### src/rtl/return_addr_stack.sv
// Return-address stack: calls push the link address, returns pop a registered
// predicted target one cycle later. The circular buffer overwrites its oldest entry when full.
module return_addr_stack #(
  parameter int XLEN  = 32,
  parameter int DEPTH = 8,
  parameter int PTR_W = 3
) (
  input  logic             clk,
  input  logic             rst_n,
  input  logic             isCall,
  input  logic [XLEN-1:0]  linkAddr,
  input  logic             isRet,
  input  logic             flush,
  output logic [XLEN-1:0]  predPC,
  output logic             predValid,
  output logic             stackEmpty,
  output logic             stackFull,
  output logic [PTR_W:0]   count,
  output logic [7:0]       overflowCnt
);
  localparam logic [PTR_W:0]   FULL    = (PTR_W+1)'(DEPTH);
  localparam logic [PTR_W-1:0] TOS_RST = PTR_W'(DEPTH-1);

  logic [XLEN-1:0]  mem [DEPTH];
  logic [PTR_W-1:0] tos, tos_inc, tos_dec;
  logic [PTR_W:0]   cnt;
  logic             push, pop, swap, nonempty;

  // flush wins over any same-cycle call/return
  assign push     = isCall & ~isRet & ~flush;
  assign pop      = ~isCall & isRet & ~flush;
  assign swap     = isCall & isRet & ~flush;
  assign nonempty = (cnt != '0);
  assign tos_inc  = tos + PTR_W'(1);
  assign tos_dec  = tos - PTR_W'(1);

  assign count      = cnt;
  assign stackEmpty = (cnt == '0);
  assign stackFull  = (cnt == FULL);

  // Storage is never read while empty, so it needs no reset.
  always_ff @(posedge clk) begin
    if (push)      mem[tos_inc] <= linkAddr;
    else if (swap) mem[tos]     <= linkAddr;
  end

  always_ff @(posedge clk or negedge rst_n) begin
    if (!rst_n) begin
      tos         <= TOS_RST;
      cnt         <= '0;
      predPC      <= '0;
      predValid   <= 1'b0;
      overflowCnt <= '0;
    end else begin
      predValid <= 1'b0;
      if (flush) begin
        cnt <= '0;
        tos <= TOS_RST;
      end else if (push) begin
        tos <= tos_inc;
        if (cnt != FULL)              cnt         <= cnt + 1'b1;
        else if (overflowCnt != 8'hFF) overflowCnt <= overflowCnt + 1'b1;
      end else if (pop) begin
        predValid <= nonempty;
        if (nonempty) begin
          predPC <= mem[tos];
          tos    <= tos_dec;
          cnt    <= cnt - 1'b1;
        end
      end else if (swap) begin
        // top replaced in place; an empty stack gains the new entry
        predValid <= nonempty;
        if (nonempty) predPC <= mem[tos];
        else          cnt    <= (PTR_W+1)'(1);
      end
    end
  end
endmodule
### config.mk
export PLATFORM = sky130hd
export DESIGN_NAME = return_addr_stack
export DESIGN_NICKNAME = d
export VERILOG_FILES = /design/src/rtl/return_addr_stack.sv
export SDC_FILE = /design/constraint.sdc
export NUM_CORES = 1
export LEC_CHECK = 0
export ABC_CLOCK_PERIOD_IN_PS = 10100
export BUFFER_PORTS_ARGS = -buffer_cell sky130_fd_sc_hd__buf_2
export CORE_UTILIZATION = 61
export DETAILED_ROUTE_END_ITERATION = 16
export PLACE_DENSITY = 0.8
export SLEW_MARGIN = 20
export SYNTH_ARGS = -nofsm -noshare
export SYNTH_HDL_FRONTEND = slang
export SYNTH_SLANG_ARGS = --single-unit
export TNS_END_PERCENT = 20
### constraint.sdc
create_clock -name clk -period 10.1 [get_ports clk]
set_clock_uncertainty 0.2 [all_clocks]
set_input_delay 3.03 -clock clk [delete_from_list [all_inputs] [get_ports clk]]
set_output_delay 3.03 -clock clk [all_outputs]
set_load 0.01 [all_outputs]
==> results of run 1 <==
-- cells in the mapped netlist (all sizes together) --
master | n | area, µm²
a2111oi | 2 | 17.5
a21bo | 1 | 10.0
a21oi | 5 | 25.0
a221oi | 2 | 17.5
a22oi | 64 | 480
and2 | 3 | 18.8
and2b | 2 | 15.0
and3 | 4 | 25.0
buf | 28 | 211
clkbuf | 15 | 57.6
clkinv | 1 | 8.76
dfrtp | 45 | 1130
dfstp | 3 | 78.8
edfxtp | 256 | 7690
ha | 6 | 75.1
inv | 7 | 26.3
mux2 | 4 | 45.0
mux2i | 130 | 1300
nand2 | 73 | 274
nand2b | 2 | 12.5
nand3 | 36 | 325
nand3b | 1 | 7.51
nand4 | 1 | 6.26
nand4bb | 1 | 11.3
nor2 | 15 | 56.3
nor2b | 7 | 43.8
nor3 | 9 | 50.1
nor3b | 2 | 20.0
nor4 | 2 | 12.5
o2111ai | 1 | 8.76
o211a | 1 | 10.0
o211ai | 2 | 15.0
o21a | 2 | 15.0
o21ai | 7 | 35.0
o22ai | 2 | 12.5
o31ai | 1 | 7.51
or2 | 1 | 6.26
or3b | 1 | 8.76
xnor2 | 5 | 43.8
xor2 | 3 | 26.3
-- worst max-delay path by stage --
stage | endpoint | slack (ns) | cells after the start
after CTS | stackFull | 4.81 | 5
after detailed placement | mem[4][14] | 4.50 | 5
final | stackFull | 4.79 | 5
after global placement | mem[7][14] | 4.67 | 5
after global routing | stackFull | 4.65 | 5
after floorplan | mem[0][0] | 4.39 | 5
-- critical path, delay by kind of cell (launching register included) --
kind / cells / cell delay [ns]
flip-flops: 1 / 0.44
AND/OR/NAND/NOR: 2 / 0.66
adder cells (fa/ha/maj): 1 / 0.21
buffers and inverters: 2 / 0.24
-- metrics by stage --
step,util (%),hold WS (ns),area (µm²),cells,setup slack (ns)
6_report,71.1,0.267,13900,1126,4.79
5_1_grt,71.1,0.293,13900,1126,4.65
4_1_cts,70.4,0.274,13800,1119,4.81
3_5_place_dp,65.5,0.258,12800,1065,4.50
3_3_place_gp,65.5,0.254,12800,1065,4.67
2_1_floorplan,-,0.307,12200,753,4.39
-- state kept, by name (all words and copies together) (netlist names) --
register	flops
count	4
predPC	32
predValid	1
overflowCnt	8
mem	256
tos	3
-- cell families after synthesis --
group / count (synthesis) / synth area share, %
compound gates: 90 / 5.35
xor+xnor: 8 / 0.573
fa+ha+maj: 6 / 0.614
buf+inv: 51 / 2.48
flops: 304 / 72.7
mux: 134 / 11.0
simple gates: 160 / 7.30
-- layer usage --
| metal | routed length [µm] | up-vias |
|---|---|---|
| met5 | 0 | - |
| met4 | 455 | 0 |
| met3 | 1140 | 44 |
| met2 | 12100 | 211 |
| met1 | 9800 | 3330 |
| li1 | - | 3053 |
-- cell type report --
type,instances,area [µm²]
repair buffers,96,598
diodes,1,2.50
multi-input cells,398,3110
fillers,1258,5670
clock buffers,39,793
well taps,265,332
clock inverters,15,156
flip-flops and latches,304,8900
inverters,8,35.0
-- power by group --
part	switching, mW	leakage (nW)	total, mW	internal [mW]
sequential	0.103	2.92	1.60	1.50
combinational	0.396	2.26	0.671	0.276
clock	0.441	0.467	1.07	0.628
total	0.940	5.64	3.34	2.40
==> out/results.txt, run 1 <==
WL/cell: 20.8 µm
Post-DP HPWL: 13100 µm
sequential share of the synthesized area: 72.7%
CTS tree: yes
share of cells above drive strength 1: 22.0%
Synth Instances: 753
met3 usage: 3.23%
first-iteration detailed-routing DRC count: 461
GP Congestion: 0.817
Post-Syn Area per Cell: 16.2 µm²
post-CTS setup buffers: 0
slowest CP cell: nor2b_1
port buffer count: 83
most frequent cells in the layout: edfxtp_1, mux2i_1, buf_2
initial antenna violation count: 1
Final Power: 3.34 mW
Tmin final: 5.31 ns
PwrDens: 240 nW/µm²
M2 GR Usage: 42.1%
Worst Setup End Kind: output port
Tightest Pin Transition: 1.10 ns
Final nets: 880
DRC Markers: 0
Critical R2R Launch: tos[1]
total track usage: 23.5%
DRT Wirelength: 23500 µm
Num CTS Buffers: 29
M1 GR Usage: 29.8%
Die Wd: 144 µm
synth-to-layout area growth: 13.8%
hold path endpoint: predPC[1]
RR Endpoint: mem[0][8]
largest net degree at the start of global routing: 74
Worst-path clk slew: 0.06 ns
Worst-Skew Late Latency: 0.54 ns
vias per std cell: 5.90
hold path cells: 2
R2R setup slack: 5.20 ns
# hold bufs at CTS: 0
Synth Warn #: 0
Leak Pwr: 5.64 nW
Setup CP Type: flop to output port
commonest non-fill, non-tap cell in the layout: edfxtp_1
Worst path max stage delay: 0.47 ns
unrepaired setup endpoints after global routing: false
first-pass GRT wire length: 36000 µm
Resized cells post-CTS: 0
crit-path max FO: 8
Max clock buf depth: 3
Netlist cell types: 49
Slew Limit Fails: 0
H-tree levels: 1
worst reg2reg path depth: 6
initial core utilization: 62.5%
status: finished, final reports clean
Final Hold Vio Count: 0
Total Neg Setup Slack: 0 ns
max_cap viols: 0
# rows: 51
Worst setup SP type: flop
die height: 144 µm
Critical Path, Cell by Cell: inv_1 > ha_1 > nor2b_1 > and2_1 > buf_2
# IOs: 84
Setup-failing EPs final: 0
Worst EP required: 6.87 ns
hold path start: predPC[1]
Rel. slew slack: 26.7%
first-pass iteration count of the detailed router: 5
Core Region: 19600 µm²
total number of vias: 6638
top achievable clock speed: 0.188 GHz
mapped cell area: 12200 µm²
CP startpoint: count[0]
CTS Sinks: 304
Post-Syn Nets: 796
Peak VDD IR: 0.000149 V
busiest layer in global routing: met2
flop and latch count out of synthesis: 304
period utilization: 52.6%
residual overflow from global routing: 0
vias in the first global route: 6746
worst hold-check path type: flop to flop
Worst EP arrival: 2.08 ns
die area: 20600 µm²
Root Driver: clkbuf_16
Routed Antenna Nets: 0
No activity file was read; power rests on OpenSTA's default activity.
==> inputs of run 2 (changes only) <==
--- a/config.mk
+++ b/config.mk
@@ -5,11 +5,12 @@
 export SDC_FILE = /design/constraint.sdc
 export NUM_CORES = 1
 export LEC_CHECK = 0
-export ABC_CLOCK_PERIOD_IN_PS = 10100
+export ABC_AREA = 1
+export ABC_CLOCK_PERIOD_IN_PS = 5350
 export BUFFER_PORTS_ARGS = -buffer_cell sky130_fd_sc_hd__buf_2
-export CORE_UTILIZATION = 61
+export CORE_UTILIZATION = 60
 export DETAILED_ROUTE_END_ITERATION = 16
-export PLACE_DENSITY = 0.8
+export PLACE_DENSITY = 0.79
 export SLEW_MARGIN = 20
 export SYNTH_ARGS = -nofsm -noshare
 export SYNTH_HDL_FRONTEND = slang
==> constraint.sdc (replaced) <==
create_clock -name clk -period 5.35 [get_ports clk]
set_clock_uncertainty 0.2 [all_clocks]
set_input_delay 1.605 -clock clk [delete_from_list [all_inputs] [get_ports clk]]
set_output_delay 1.605 -clock clk [all_outputs]
set_load 0.01 [all_outputs]
==> out/results.txt, run 2 <==
status: finished, final reports clean
Synth Instances: 1091 (+45%)
synth cell count leaders: nand2_1, edfxtp_1, nor2_1
max_cap viols: 0 (unchanged)
Worst setup SP type: flop
busiest layer in global routing: met2
initial antenna violation count: 0 (-1)
period utilization: 67.9%
Tmin final: 3.63 ns
Fillers: 1379 (+9.6%)
Synth area leaders: edfxtp_1, dfrtp_1, nand2_1, nor2_1, nand3_1
max reg flops: 256 (unchanged)
Critical Path, Cell by Cell: clkinv_2 > ha_1 > inv_1 > nand2_1 > o21ai_0 > nand2_1 > nor2_4 > buf_4
total track usage: 24.6% (+1.1 points)
initial core utilization: 61.4% (-1.1 points)
Reg area: 8900 µm² (unchanged)
Netlist cell types: 25 (-49%)
Synth Flop Type: edfxtp_1
# IOs: 84 (unchanged)
Total Neg Setup Slack: 0 ns (unchanged)
Multi-input gate area: 3100 µm² (-0.16%)
commonest non-fill, non-tap cell in the layout: nand2_1
first-pass iteration count of the detailed router: 6 (+1)
Worst EP arrival: 3.65 ns (+1.57 ns)
# hold bufs at CTS: 0 (unchanged)
Final nets: 1207 (+37%)
Worst path max stage delay: 0.67 ns (+0.20 ns)
fin area: 14100 µm² (+1.0%)
antenna cells: 0 (-1)
Routed Antenna Nets: 0 (unchanged)
Num CTS Buffers: 30 (+3.4%)
Setup-failing EPs final: 0 (unchanged)
Post-Syn Nets: 1134 (+42%)
post-synthesis async set-or-reset flop share: 15.8% (unchanged)
area share of the largest cell type after synthesis: 61.9% (-0.94 points)
post-CTS setup buffers: 0 (unchanged)
Worst Setup End Kind: flop
flop and latch count out of synthesis: 304 (unchanged)
Slew Limit Fails: 0 (unchanged)
R2R setup slack: 1.72 ns (-3.48 ns)
met3 usage: 3.61% (+0.37 points)
vias per std cell: 5.60 (-4.9%)
die height: 146 µm (+1.6%)
WL/cell: 17.5 µm (-16%)
mapped cell area: 12400 µm² (+1.5%)
Post-DP HPWL: 14400 µm (+9.7%)
post-synth top area cell: edfxtp_1
crit-path max FO: 43 (+35)
CP most frequent cell: nand2_1
most frequent cells in the layout: nand2_1, edfxtp_1, nor2_1
Synth Warn #: 0 (unchanged)
DRT Wirelength: 25500 µm (+8.8%)
# rows: 52 (+2.0%)
DP Area: 13000 µm² (+1.6%)
largest net degree at the start of global routing: 102 (+38%)
worst reg2reg path depth: 8 (+2)
residual overflow from global routing: 0 (unchanged)
Rel. slew slack: 29.0% (+2.3 points)
Leak Pwr: 5.53 nW (-1.9%)
Worst EP required: 5.37 ns (-1.50 ns)
share of cells above drive strength 1: 14.0% (-8.0 points)
Worst-Skew Late Latency: 0.54 ns (about the same)
Resized cells post-CTS: 0 (unchanged)
port buffer count: 83 (unchanged)
DRC Markers: 0 (unchanged)
M1 GR Usage: 33.1% (+3.3 points)
first-iteration detailed-routing DRC count: 694 (+51%)
vias in the first global route: 7998 (+19%)
unrepaired setup endpoints after global routing: false
Root Driver: clkbuf_16
biggest regs: mem x256, predPC x32, overflowCnt x8
first-pass GRT wire length: 40900 µm (+14%)
fin util: 69.5% (-1.6 points)
GP Congestion: 0.801 (-1.9%)
die area: 21300 µm² (+3.2%)
worst hold-check path type: flop to flop
Tightest Pin Transition: 1.06 ns (-0.0366 ns)
Max clock buf depth: 3 (unchanged)
Worst-path clk slew: 0.06 ns (about the same)
slowest CP cell: dfstp_2
Peak VDD IR: 0.000298 V (+100%)
hold slack final: 0.272 ns (+0.00506 ns)
Post-Syn Area per Cell: 11.4 µm² (-30%)
Die Wd: 146 µm (+1.6%)
Core Region: 20200 µm² (+3.3%)
hold path endpoint: predPC[15]
Setup CP Type: flop to flop
H-tree levels: 1 (unchanged)
top achievable clock speed: 0.275 GHz
sequential share of the synthesized area: 71.6% (-1.1 points)
top-count cell post-synth: nand2_1
CTS Sinks: 304 (unchanged)
M2 GR Usage: 41.8% (-0.29 points)
largest register by flop count: mem
total number of vias: 8172 (+23%)
Critical R2R Launch: tos[1]
synth-to-layout area growth: 13.2%
hold path start: predPC[15]
CTS tree: yes
Post-synth EDFFs: 256 (unchanged)
RR Endpoint: mem[0][9]
Final Hold Vio Count: 0 (unchanged)
hold path cells: 2 (unchanged)
PwrDens: 472 nW/µm² (+97%)
run 2: per-layer routing:
metal	wire length (µm)	vias to the layer above
met5	0	-
met4	574	0
met3	1540	47
met2	12900	317
met1	10500	3927
li1	-	3881
run 2: how the worst max path moves through the flow:
| stage | slack [ns] | start | endpoint | cells after the start |
|---|---|---|---|---|
| CTS | 1.56 | tos[1] | mem[2][16] | 8 |
| global placement | 1.39 | flush | mem[2][7] | 6 |
| finish | 1.72 | tos[1] | mem[0][9] | 8 |
| detailed placement | 1.27 | isCall | mem[2][8] | 7 |
| floorplan | 1.17 | isCall | mem[0][0] | 6 |
| global route | 1.47 | tos[1] | mem[3][20] | 9 |
run 2: layout make-up:
class | count | share of cell area [%]
Clock inverter | 10 | 0.872
Tap cell | 270 | 2.40
Inverter | 49 | 1.33
Sequential cell | 304 | 63.3
Multi-Input combinational cell | 682 | 22.1
Clock buffer | 46 | 6.20
Timing Repair Buffer | 97 | 3.84
run 2: critical path, delay by kind of cell, from the launching register on:
family	cells	cell delay, ns
adder cells (fa/ha/maj)	1	0.51
AO/OA/AOI/OAI	1	0.13
flip-flops	1	0.67
buffers and inverters	3	1.01
AND/OR/NAND/NOR	3	0.77
run 2: logic make-up (layout without fill, tap and decap cells):
kind of cell    count (synthesis)  in the layout  share of synthesized area, %
flops                         304            304                          71.6
xor+xnor                       10             10                         0.705
compound gates                115            115                          5.12
simple gates                  551            551                          18.1
fa+ha+maj                       6              6                         0.604
buf+inv                       105            202                          3.92
run 2: metrics by stage:
stage	power [mW]	std cells	worst slack [ns]
after floorplan	4.11	1091	1.17
after global placement	4.51	1401	1.39
after detailed placement	4.58	1401	1.27
after CTS	6.67	1457	1.56
after global routing	6.98	1458	1.47
final	6.64	1458	1.72
run 2: power breakdown:
part / total [mW] / internal [mW] / leakage [nW] / switching [mW]
clock network: 2.10 / 1.26 / 0.489 / 0.836
registers: 3.02 / 2.87 / 2.91 / 0.148
logic: 1.52 / 0.502 / 2.13 / 1.02
total: 6.64 / 4.64 / 5.53 / 2.01
==> inputs of run 3 (changes only) <==
--- a/config.mk
+++ b/config.mk
@@ -6,7 +6,7 @@
 export NUM_CORES = 1
 export LEC_CHECK = 0
 export ABC_AREA = 1
-export ABC_CLOCK_PERIOD_IN_PS = 5350
+export ABC_CLOCK_PERIOD_IN_PS = 3500
 export BUFFER_PORTS_ARGS = -buffer_cell sky130_fd_sc_hd__buf_2
 export CORE_UTILIZATION = 60
 export DETAILED_ROUTE_END_ITERATION = 16
==> constraint.sdc (replaced) <==
create_clock -name clk -period 3.5 [get_ports clk]
set_clock_uncertainty 0.2 [all_clocks]
set_input_delay 1.05 -clock clk [delete_from_list [all_inputs] [get_ports clk]]
set_output_delay 1.05 -clock clk [all_outputs]
set_load 0.01 [all_outputs]
==> out/results.txt, run 3 (synthesis results as in run 2) <==
Multi-input gate area: 3100 µm² (unchanged)
Critical R2R Launch: tos[0]
vias in the first global route: 8006 (+0.10%)
Reg area: 8900 µm² (unchanged)
worst reg2reg path depth: 5 (-3)
DRT Wirelength: 27100 µm (+6.3%)
Worst EP arrival: 1.68 ns (-1.97 ns)
Fillers: 1420 (+3.0%)
Num CTS Buffers: 29 (-3.3%)
max_cap viols: 0 (unchanged)
port buffer count: 83 (unchanged)
fin area: 14100 µm² (+0.42%)
worst setup path end: stackEmpty
Core Region: 20200 µm² (unchanged)
hold path start: predPC[14]
largest net degree at the start of global routing: 107 (+4.9%)
most frequent cells in the layout: nand2_1, edfxtp_1, nor2_1
crit-path max FO: 6 (-86%)
first-pass iteration count of the detailed router: 5 (-1)
worst hold-check path type: flop to flop
biggest regs: mem x256, predPC x32, overflowCnt x8
Leak Pwr: 5.56 nW (+0.52%)
Post-DP HPWL: 16300 µm (+13%)
CP startpoint: count[0]
DRC Markers: 0 (unchanged)
Rel. slew slack: 29.3% (+0.35 points)
first-iteration detailed-routing DRC count: 714 (+2.9%)
Worst Setup End Kind: output port
die height: 146 µm (unchanged)
initial core utilization: 61.4% (unchanged)
Worst-path clk slew: 0.07 ns (about the same)
Worst EP required: 2.25 ns (-3.12 ns)
Root Driver: clkbuf_16
share of cells above drive strength 1: 14.6% (+0.67 points)
total number of vias: 8187 (+0.18%)
period utilization: 83.9%
# hold bufs at CTS: 0 (unchanged)
vias per std cell: 5.59 (-0.30%)
max reg flops: 256 (unchanged)
Setup-failing EPs final: 0 (unchanged)
die area: 21300 µm² (unchanged)
placed insts: 1412 (+0.79%)
DP Area: 13100 µm² (+0.83%)
Final nets: 1216 (+0.75%)
initial antenna violation count: 0 (unchanged)
# rows: 52 (unchanged)
CTS tree: yes
synth-to-layout area growth: 13.7%
Slew Limit Fails: 0 (unchanged)
Tightest Pin Transition: 1.06 ns (-0.00274 ns)
PwrDens: 724 nW/µm² (+53%)
antenna cells: 0 (unchanged)
RR Endpoint: mem[3][21]
GP Congestion: 0.805 (+0.42%)
Peak VDD IR: 0.000406 V (+36%)
top achievable clock speed: 0.341 GHz
H-tree levels: 1 (unchanged)
first-pass GRT wire length: 42500 µm (+4.0%)
total track usage: 26.1% (+1.5 points)
Setup CP Type: flop to output port
Die Wd: 146 µm (unchanged)
Max clock buf depth: 3 (unchanged)
Tmin final: 2.93 ns
largest register by flop count: mem
post-CTS setup buffers: 0 (unchanged)
WL/cell: 18.5 µm (+5.8%)
commonest non-fill, non-tap cell in the layout: nand2_1
# IOs: 84 (unchanged)
Final Hold Vio Count: 0 (unchanged)
unrepaired setup endpoints after global routing: false
status: finished, final reports clean
Worst setup SP type: flop
CTS Sinks: 304 (unchanged)
residual overflow from global routing: 0 (unchanged)
Resized cells post-CTS: 0 (unchanged)
R2R setup slack: 0.66 ns (-1.06 ns)
Worst-Skew Late Latency: 0.54 ns (about the same)
Routed Antenna Nets: 0 (unchanged)
Non-Filler Instances: 1465 (+0.48%)
==> run 3: how the worst min path moves through the flow <==
stage                            end  depth (start not counted)
after CTS                 predPC[24]                          2
after floorplan            predPC[0]                          2
after detailed placement  predPC[24]                          2
after global routing      predPC[22]                          2
after global placement    predPC[30]                          2
final                     predPC[14]                          2
==> run 3: power breakdown <==
part	switching, mW	total [mW]	internal [mW]
clock	1.28	3.20	1.91
combinational	1.64	2.43	0.790
sequential	0.211	4.60	4.39
total	3.14	10.2	7.09
==> run 3: worst max-delay path: stages, from the launching register on <==
cell and delay, ns:
dfrtp_1 0.44, inv_1 0.16, ha_1 0.19, nand2_1 0.09
inv_2 0.11, buf_2 0.14
==> run 3: through the flow <==
stage	TNS (ns)	hold WS, ns	utilization, %	worst slack (ns)	power, mW
after detailed placement	0	0.260	65.0	0.430	7.07
final	0	0.271	69.8	0.565	10.2
after floorplan	-26.99	0.312	-	-0.121	6.28
after global routing	0	0.297	69.8	0.460	10.7
after global placement	0	0.257	65.0	0.493	6.99
after CTS	0	0.276	69.8	0.566	10.3
==> run 3: metal layers <==
| layer | up-vias | GRT usage (%) | wire [µm] |
|---|---|---|---|
| met5 | - | 0 | 0 |
| met4 | 0 | 11.2 | 1050 |
| met3 | 63 | 3.73 | 1630 |
| met2 | 293 | 45.6 | 13800 |
| met1 | 3945 | 32.6 | 10600 |
| li1 | 3886 | - | - |
==> run 3: cell type report <==
class | count | area share (%)
Tap cell | 270 | 2.39
Inverter | 49 | 1.33
Sequential cell | 304 | 63.0
Clock inverter | 15 | 1.44
Multi-Input combinational cell | 682 | 22.0
Timing Repair Buffer | 107 | 4.40
Clock buffer | 38 | 5.45
